==> src/rtl/fp_fle.sv <==
// Registered binary32 comparator producing le/lt/eq and the signaling-compare invalid flag.
// A single 31-bit magnitude compare is shared by all three relations; results appear one cycle after in_valid.
module fp_fle (
  input  logic        clk,
  input  logic        rst_n,
  input  logic        in_valid,
  input  logic [31:0] fp_a,
  input  logic [31:0] fp_b,
  output logic        out_valid,
  output logic        le,
  output logic        lt,
  output logic        eq,
  output logic        nv
);

  logic        sign_a, sign_b;
  logic [7:0]  exp_a, exp_b;
  logic [22:0] frac_a, frac_b;
  logic [30:0] mag_a, mag_b;
  logic        nan_a, nan_b, zero_a, zero_b;
  logic        any_nan, both_zero;
  logic        mag_lt, mag_eq;
  logic        lt_raw, eq_raw;

  logic out_valid_d, out_valid_q;
  logic le_d, le_q;
  logic lt_d, lt_q;
  logic eq_d, eq_q;
  logic nv_d, nv_q;

  always_comb begin
    sign_a    = fp_a[31];
    sign_b    = fp_b[31];
    exp_a     = fp_a[30:23];
    exp_b     = fp_b[30:23];
    frac_a    = fp_a[22:0];
    frac_b    = fp_b[22:0];
    mag_a     = fp_a[30:0];
    mag_b     = fp_b[30:0];
    nan_a     = (exp_a == 8'hFF) && (frac_a != 23'd0);
    nan_b     = (exp_b == 8'hFF) && (frac_b != 23'd0);
    zero_a    = (mag_a == 31'd0);
    zero_b    = (mag_b == 31'd0);
    any_nan   = nan_a | nan_b;
    both_zero = zero_a & zero_b;
  end

  // Infinities and subnormals order correctly as plain magnitudes, so no special paths.
  always_comb begin
    mag_lt = (mag_a < mag_b);
    mag_eq = (mag_a == mag_b);
  end

  always_comb begin
    lt_raw = 1'b0;
    if (both_zero)
      lt_raw = 1'b0;
    else if (sign_a != sign_b)
      lt_raw = sign_a;
    else if (!sign_a)
      lt_raw = mag_lt;
    else
      lt_raw = !mag_lt && !mag_eq;
    eq_raw = both_zero | ((sign_a == sign_b) & mag_eq);
  end

  always_comb begin
    out_valid_d = in_valid;
    le_d        = le_q;
    lt_d        = lt_q;
    eq_d        = eq_q;
    nv_d        = nv_q;
    if (in_valid) begin
      lt_d = !any_nan & lt_raw;
      eq_d = !any_nan & eq_raw;
      le_d = !any_nan & (lt_raw | eq_raw);
      nv_d = any_nan;
    end
  end

  always_ff @(posedge clk or negedge rst_n) begin
    if (!rst_n) begin
      out_valid_q <= 1'b0;
      le_q        <= 1'b0;
      lt_q        <= 1'b0;
      eq_q        <= 1'b0;
      nv_q        <= 1'b0;
    end else begin
      out_valid_q <= out_valid_d;
      le_q        <= le_d;
      lt_q        <= lt_d;
      eq_q        <= eq_d;
      nv_q        <= nv_d;
    end
  end

  assign out_valid = out_valid_q;
  assign le        = le_q;
  assign lt        = lt_q;
  assign eq        = eq_q;
  assign nv        = nv_q;

endmodule

==> config.mk <==
export PLATFORM = sky130hd
export DESIGN_NAME = fp_fle
export DESIGN_NICKNAME = d
export VERILOG_FILES = /design/src/rtl/fp_fle.sv
export SDC_FILE = /design/constraint.sdc
export NUM_CORES = 1
export LEC_CHECK = 0
export BUFFER_PORTS_ARGS = -buffer_cell sky130_fd_sc_hd__clkbuf_2
export CAP_MARGIN = 5
export CORE_MARGIN = 2
export CORE_UTILIZATION = 40
export CTS_CLUSTER_DIAMETER = 80
export DETAILED_ROUTE_END_ITERATION = 10
export PLACE_DENSITY = 0.77
export REMOVE_ABC_BUFFERS = 1
export SLEW_MARGIN = 20
export SYNTH_ARGS = -nofsm -noshare
export SYNTH_HDL_FRONTEND = slang
export SYNTH_SLANG_ARGS = --single-unit
==> constraint.sdc <==
create_clock -name clk -period 0.8 [get_ports clk]
set_input_delay 0.08 -clock clk [delete_from_list [all_inputs] [get_ports clk]]
set_output_delay 0.08 -clock clk [all_outputs]
set_load 0.01 [all_outputs]
# After elaboration in Yosys (flattened, before gate mapping)
# Index checks and enable logic that the tools add are counted.
[op_classes] n_lt_le_gt_ge=1 eq_ne=5 muxes=3 n_bitwise=8 n_reduce_logical=10
[ops] operator="zero test 31 bit" count=2
[ops] operator="nonzero test 23 bit" count=2
[ops] operator="equality test 31 bit" count=1
[ops] operator="< comparator 31 bit" count=1
[ops] operator="equality test 8 bit, second input constant" count=2
[ops] operator="bitwise AND 1 bit" count=5
[ops] operator="logical AND 1 bit" count=3
[ops] operator="zero test 1 bit" count=3
[ops] operator="two-way mux 1 bit" count=3
[ops] operator="bitwise OR 1 bit" count=3
[ops] operator="equality test 1 bit" count=1
[ops] operator="!= test 1 bit" count=1
[word_totals] regBits=5 input_bits=67 out_inout_bits=5 wordCells=32

# Logic depth before layout (Yosys ltp)
# Gate-level depths: netlist of run 1.
[logic_depth] ltp_word=8 depth_mapped=8 mapped_depth_nobuf=8

# Worst setup path before layout of run 1
# OpenSTA, ideal clock, no wires.
[synth_path] path_type="input-to-reg" startpoint="in fp_b[22]" endpoint="reg le_q (netlist: le)" setup_ns=0.129 arrival_time_ns=1.455 required_ns=0.671 path_slack_ns=-0.785 path_stages=8 path_buffers=0 cell_sequence="inv_1 -> ha_1 -> nand4_2 -> nor4_4 -> nand2_2 -> a22oi_1 -> and3_1 -> o221ai_2"
[synth_via] elab_chain_len=8 word_cells_on_any_way=18 classes_between="order compare (1); eq/ne (1); mux (3); bitwise (6); reduce/logical (7)"
[synth_rtl] element="start, declared" line="8" rtl="input logic [31:0] fp_b,"
[synth_rtl] element="< comparator 31 bit or equality test 31 bit (tied branches)" line="50, 51"
[synth_rtl] element="zero test 1 bit" line="63" rtl="lt_raw = !mag_lt && !mag_eq;"
[synth_rtl] element="logical AND 1 bit" line="63"
[synth_rtl] element="two-way mux 1 bit" line="60" rtl="else if (!sign_a)"
[synth_rtl] element="two-way mux 1 bit" line="58" rtl="else if (sign_a != sign_b)"
[synth_rtl] element="two-way mux 1 bit" line="56" rtl="if (both_zero)"
[synth_rtl] element="bitwise OR 1 bit" line="76" rtl="le_d = !any_nan & (lt_raw | eq_raw);"
[synth_rtl] element="bitwise AND 1 bit *" line="76"
[synth_rtl] element="end signal, assigned" line="90" rtl="le_q <= le_d;"
[synth_rtl] element="end, declared" line="26" rtl="logic le_d, le_q;"
# Every way passes the cells marked *; elsewhere a longest branch is shown, timed or not.
# A chain may end at the register's enable or synchronous reset.

# Worst setup path after layout of run 1
[layout_path] startpoint="in fp_b[11]" endpoint="reg le_q (netlist: le)"
# The elaborated chain is that of the path after synthesis.

==> qor.yml, run 1 <==
clock_tree:
  cts_tree: "built"
  cts-root-buf: "clkbuf_4"
  cts_max_level: 1
  ctsLongestPathBuffers: 2
  clkTransAtPathRegs_ps: 50
  cts-buffers-inserted: 3
  cts.sinks: 5
  clkLatencyLatePin_ps: 240
synthesis:
  ys_seq_elements: 5
  ys_types: 34
  avgSynthCellArea_um2: 7.64
  ys_async_sr_fraction_pct: 100
  synth_top_area_cell: "ha_1"
  synth_area_leaders: "ha_1 31%, inv_1 11%, dfrtp_1 10%, nor4_1 7.0%, nand4_1 5.0%"
  synthesis.area_mm2: 0.00125
  yosys_warnings: 0
  synth-edff-count: 0
  synth_cells: 164
  synth_top_cell_area_share_pct: 30.9
  seq_area_frac_synth_pct: 9.98
  synth_ff_type: "dfrtp_1"
layout:
  drive_gt1_share_pct: 56.0
  fillCellCount: 194
  diodes: 0
  syn2layout_area_growth_pct: 91.0
  nets: 392
  fin_cells: 337
timing:
  drv_slew: 0
  finalClockSkew_ps: 0
  rsz0062_at_grt: "yes"
  finalWorstSetupSlack_ps: -861
  fmax_ghz: 0.602
  fin_crit_sh_pct: 208
  maxSlewHeadroom_pct: 68.6
  tightest_slew_ps: 464
  hold_viol_final: 0
  setup_violations: 8
  fin_crit_ps: 1660
  finalHoldWorstSlack_ps: 118
placement:
  routabilityCongestion: 0.866
  place_inst: 325
  numPortBuffers: 71
  hpwlAfterDp_um: 3380
die:
  io_pins: 72
  num_rows: 20
  die-area_mm2: 0.00360
  coreArea_mm2: 0.00303
  initial_core_util_pct: 41.4
  die_w_um: 60.0
  die_h_um: 60.0
setup_path:
  worstSetupEndpointType: "flop"
  r2r_cells: 3
  crit_arrival_ps: 1820
  cp_slowest_cell: "a221o_1"
  critical_path_buf_inv_count: 4
  cp_max_fo: 2
  critPathMaxStageDelay_ps: 360
  worstReg2RegStart: "le$_DFFE_PN0P_"
  path_class: "primary input to flop"
  cp_top_family: "compound AO/OA/AOI/OAI gates"
  worst_setup_path_start_kind: "primary input"
  r2r_slack_ps: -10
  rr_endpoint: "le$_DFFE_PN0P_"
  crit_chain: "clkbuf_2, inv_1, ha_1, nand4_1, buf_4, inv_1, a221o_1, o211ai_1, nand4b_1, o221ai_2"
  cp_common_cell: "inv_1"
  cp.required_ps: 960
route:
  via_count: 1896
  via_per_inst: 5.63
  wl_um: 5670
  first_pass_iters: 4
  wl_per_cell_um: 16.8
  drtAntennaViolNets: 0
  drc_errors: 0
  drt_iter0_drc: 129
global_route:
  grt_overflow: 0
  grt_most_used_layer: "met2"
  antenna_found_initial: 0
  met2_usage_pct: 42.9
  grt_pass1_wl_um: 6500
  grtUsageMet1_pct: 27.4
  grt.met3_usage_pct: 3.46
  grt_pass1_vias: 1602
  grt_max_degree: 6
  grt.total_usage_pct: 23.2
hold_path:
  min_path_cells: 2
  hold_end: "out_valid$_DFF_PN0_"
  hp-class: "primary input to flop"
  holdCritStartpoint: "in_valid"
power:
  power_density_mw_per_mm2: 746
  ir_worst_vdd_v: 0.000331
  leakage_uw: 0.00123
status:
  status: "finished, violations left"
  violations: "negative setup slack"
flow_run:
  drv_cap: 0
==> per-layer routing <==
layer / share of wire [%] / wire (µm)
met5: 0 / 0
met1: 37 / 2120
met2: 50 / 2850
met3: 6.4 / 360
met4: 5.9 / 335
==> where the power goes <==
group / leakage (µW) / total (µW) / internal, µW / switching, µW
Clock: 0.0000150 / 300 / 189 / 111
Sequential: 0.0000621 / 285 / 274 / 10.8
Combinational: 0.00115 / 1200 / 639 / 562
==> Yosys cell counts (2+ instances only) <==
cell,instances
o21ai_1,4
nand4_1,10
dfrtp_1,5
o21ai_0,2
nor2_1,6
o211ai_1,2
nor4_1,14
nor3_1,3
nor4_4,2
inv_1,37
nand3_1,5
nand2_1,8
nand4_2,2
ha_1,31
a22oi_1,2
a21oi_1,12
a221o_1,2
==> registers in the layout, indices dropped and copies added (netlist names) <==
| name | cells |
|---|---|
| eq | 1 |
| le | 1 |
| lt | 1 |
| nv | 1 |
| out_valid | 1 |
==> layout by cell type (no fill, tap or decap), types with 3 or more instances in the layout <==
cell type / n
a21oi_1: 10
buf_4: 52
buf_6: 7
clkbuf_2: 63
clkbuf_4: 3
dfrtp_1: 5
ha_1: 17
ha_4: 14
inv_1: 31
inv_2: 5
nand2_1: 8
nand3_1: 5
nand4_1: 10
nand4_4: 3
nor2_1: 5
nor3_1: 3
nor4_1: 10
nor4_2: 4
o21ai_1: 4
==> logic make-up after synthesis <==
kind of cell	Yosys count	synth area share (%)
AOI/OAI and AO/OA	33	17.4
xor gates and xnor gates	1	0.699
adders and majority gates	31	30.9
buffers and inverters	37	11.1
DFF	5	9.98
and+or+nand+nor	57	29.9
==> through the flow <==
step                total power, µW  setup slack, ps  util (%)  TNS (ps)  instance area, µm²
floorplan                       676             -785         -     -2350                1250
global placement               1150             -969      66.4     -3480                2010
detailed placement             1170            -1020      66.4     -3610                2010
CTS                            1530             -675      70.8     -2370                2140
global route                   1890             -897      79.1     -3330                2390
finish                         1790             -861      79.1     -3080                2390
==> how the worst max path moves through the flow <==
stage / start / to / slack, ps / cells after the start
after floorplan: fp_b[22] / le$_DFFE_PN0P_ / -780 / 8
after global placement: fp_b[13] / le$_DFFE_PN0P_ / -970 / 9
after detailed placement: fp_b[13] / le$_DFFE_PN0P_ / -1020 / 9
after CTS: fp_b[18] / le$_DFFE_PN0P_ / -680 / 9
after global routing: fp_b[13] / le$_DFFE_PN0P_ / -900 / 11
final: fp_b[11] / le$_DFFE_PN0P_ / -860 / 10
==> cell type report <==
class	count	area, µm²	share of cell area [%]
sequential	5	125	5.22
inverter	37	141	5.90
multi-input combinational	122	1230	51.5
clock buffer	4	26.3	1.10
timing repair buffer	125	815	34.0
tap	44	55.1	2.30
==> what timing repair did <==
| item | 4_1_cts | 5_1_grt |
|---|---|---|
| setup buffers | 3 | 4 |
| gates cloned | 0 | 0 |
| endpoints found under the setup margin | 8 | 9 |
| resized for setup | 9 | 43 |
| pin swaps | 17 | 13 |
| hold buffers | 1 | 0 |
| hold endpoints to repair | 5 | 0 |
Note: power is estimated with default switching activity, not from simulation.
==> inputs of run 2 (changes only) <==
--- a/config.mk
+++ b/config.mk
@@ -13,6 +13,7 @@
 export DETAILED_ROUTE_END_ITERATION = 10
 export PLACE_DENSITY = 0.77
 export REMOVE_ABC_BUFFERS = 1
+export SETUP_SLACK_MARGIN = 0.5
 export SLEW_MARGIN = 20
 export SYNTH_ARGS = -nofsm -noshare
 export SYNTH_HDL_FRONTEND = slang
==> run 2 against run 1 <==
The flow finishes with violations (negative hold slack, negative setup slack). Final cell count decreased by 0.30%. Register-to-register slack about the same. Setup slack got worse by 5.8 ps. Non-clock buffer count decreased by 1. Power about the same. First-iteration DRC count increased by 21%. Via count unchanged. Critical path type unchanged. Critical endpoint unchanged.
==> qor.yml, run 2 (synthesis results as in run 1) <==
setup_path:
  worstSetupEndpointType: "flop"
  cp_max_fo: 2
  path_class: "primary input to flop"
  worst_setup_path_start_kind: "primary input"
  crit_arrival_ps: 1830
  cp.required_ps: 960
route:
  drtAntennaViolNets: 0
  drt_iter0_drc: 156
  first_pass_iters: 5
  via_count: 1896
  wl_per_cell_um: 16.8
  drc_errors: 0
  wl_um: 5640
  via_per_inst: 5.64
die:
  initial_core_util_pct: 41.4
  num_rows: 20
  die-area_mm2: 0.00360
  die_w_um: 60.0
  coreArea_mm2: 0.00303
  die_h_um: 60.0
  io_pins: 72
global_route:
  grt_pass1_wl_um: 6490
  grt.total_usage_pct: 23.2
  grt_overflow: 0
  grt_max_degree: 6
  grt_most_used_layer: "met2"
  grt.met3_usage_pct: 3.46
  grt_pass1_vias: 1596
  antenna_found_initial: 0
  met2_usage_pct: 42.7
  grtUsageMet1_pct: 27.4
power:
  power_density_mw_per_mm2: 748
  leakage_uw: 0.00123
  ir_worst_vdd_v: 0.000344
placement:
  numPortBuffers: 71
  place_ws_ps: -1020
  routabilityCongestion: 0.866
  hpwlAfterDp_um: 3380
layout:
  final_cell_mix: "63 x clkbuf_2, 52 x buf_4, 31 x inv_1"
  syn2layout_area_growth_pct: 90.2
  drive_gt1_share_pct: 56.2
  multi_input_area_mm2: 0.00123
  layout_commonest_cell: "clkbuf_2"
  regArea_um2: 125
  fillCellCount: 196
  diodes: 0
  nets: 391
timing:
  tightest_slew_ps: 464
  fin_crit_sh_pct: 208
  maxSlewHeadroom_pct: 68.6
  finalClockSkew_ps: 0
  finalWorstSetupSlack_ps: -867
  fin_tns_setup_ps: -3090
  drv_slew: 0
  setup_violations: 8
  hold_viol_final: 5
  fmax_ghz: 0.600
  rsz0062_at_grt: "yes"
  finalHoldWorstSlack_ps: -363
  fin_crit_ps: 1670
clock_tree:
  clkLatencyLatePin_ps: 240
  cts-root-buf: "clkbuf_4"
  ctsLongestPathBuffers: 2
  cts_max_level: 1
  cts-buffers-inserted: 3
  cts.sinks: 5
  cts_tree: "built"
  clkTransAtPathRegs_ps: 50
status:
  violations: "negative hold slack, negative setup slack"
  status: "finished, violations left"
hold_path:
  hp-class: "primary input to asynchronous set/reset pin"
flow_run:
  drv_cap: 0
-- run 2: cell count changes in the layout (fill, tap and decap cells not counted), sizes merged --
cell / before / now
dlygate4sd3: 1 / 0
-- run 2: where the power goes --
part	total (µW)	internal, µW	switching, µW
sequential	285	274	10.3
clock	304	189	115
combinational	1200	635	561
total	1780	1100	686
-- run 2: per-stage QoR --
| stage | power [µW] | std cells | cell area [µm²] | utilization, % |
|---|---|---|---|---|
| 6_report | 1780 | 336 | 2380 | 78.8 |
| 5_1_grt | 1880 | 336 | 2380 | 78.8 |
| 4_1_cts | 1520 | 332 | 2130 | 70.5 |
| 3_5_place_dp | 1170 | 325 | 2010 | 66.4 |
| 3_3_place_gp | 1150 | 325 | 2010 | 66.4 |
| 2_1_floorplan | 676 | 164 | 1250 | - |
-- run 2: timing repair --
item / CTS / global route
pin swaps: 17 / 13
gates cloned: 0 / 0
gates resized for setup: 9 / 43
setup endpoints to repair: 9 / 9
setup buffers: 3 / 4
endpoints found under the hold margin: 5 / 5
-- run 2: layout make-up --
type                            instances  area share, %
Multi-Input combinational cell        122           51.7
Tap cell                               44           2.31
Sequential cell                         5           5.25
Timing Repair Buffer                  124           33.7
Inverter                               37           5.93
Clock buffer                            4           1.10
-- run 2: path summary, 6_finish.rpt --
| path | start | endpoint | slack [ps] | depth (start not counted) |
|---|---|---|---|---|
| min | rst_n | lt$_DFFE_PN0P_ | -360 | 1 |
| min reg2reg | nv$_DFFE_PN0P_ | nv$_DFFE_PN0P_ | 510 | 1 |
| min in group clk | in_valid | out_valid$_DFF_PN0_ | 120 | 2 |
| max reg2reg | le$_DFFE_PN0P_ | le$_DFFE_PN0P_ | 0 | 3 |
| max | fp_b[11] | le$_DFFE_PN0P_ | -870 | 10 |
| max in group asynchronous | rst_n | nv$_DFFE_PN0P_ | 1030 | 1 |
-- run 2: critical path: stages --
cell and delay (ps):
clkbuf_2 90, inv_1 40, ha_1 270, nand4_1 160, buf_4 150, inv_1 40, a221o_1 360, o211ai_1 240
nand4b_1 200, o221ai_2 200
-- run 2: per-layer routing --
metal | vias to the layer above | wire length, µm
met5 | - | 0
met4 | 0 | 328
met3 | 39 | 332
met2 | 132 | 2850
met1 | 857 | 2130
li1 | 868 | -
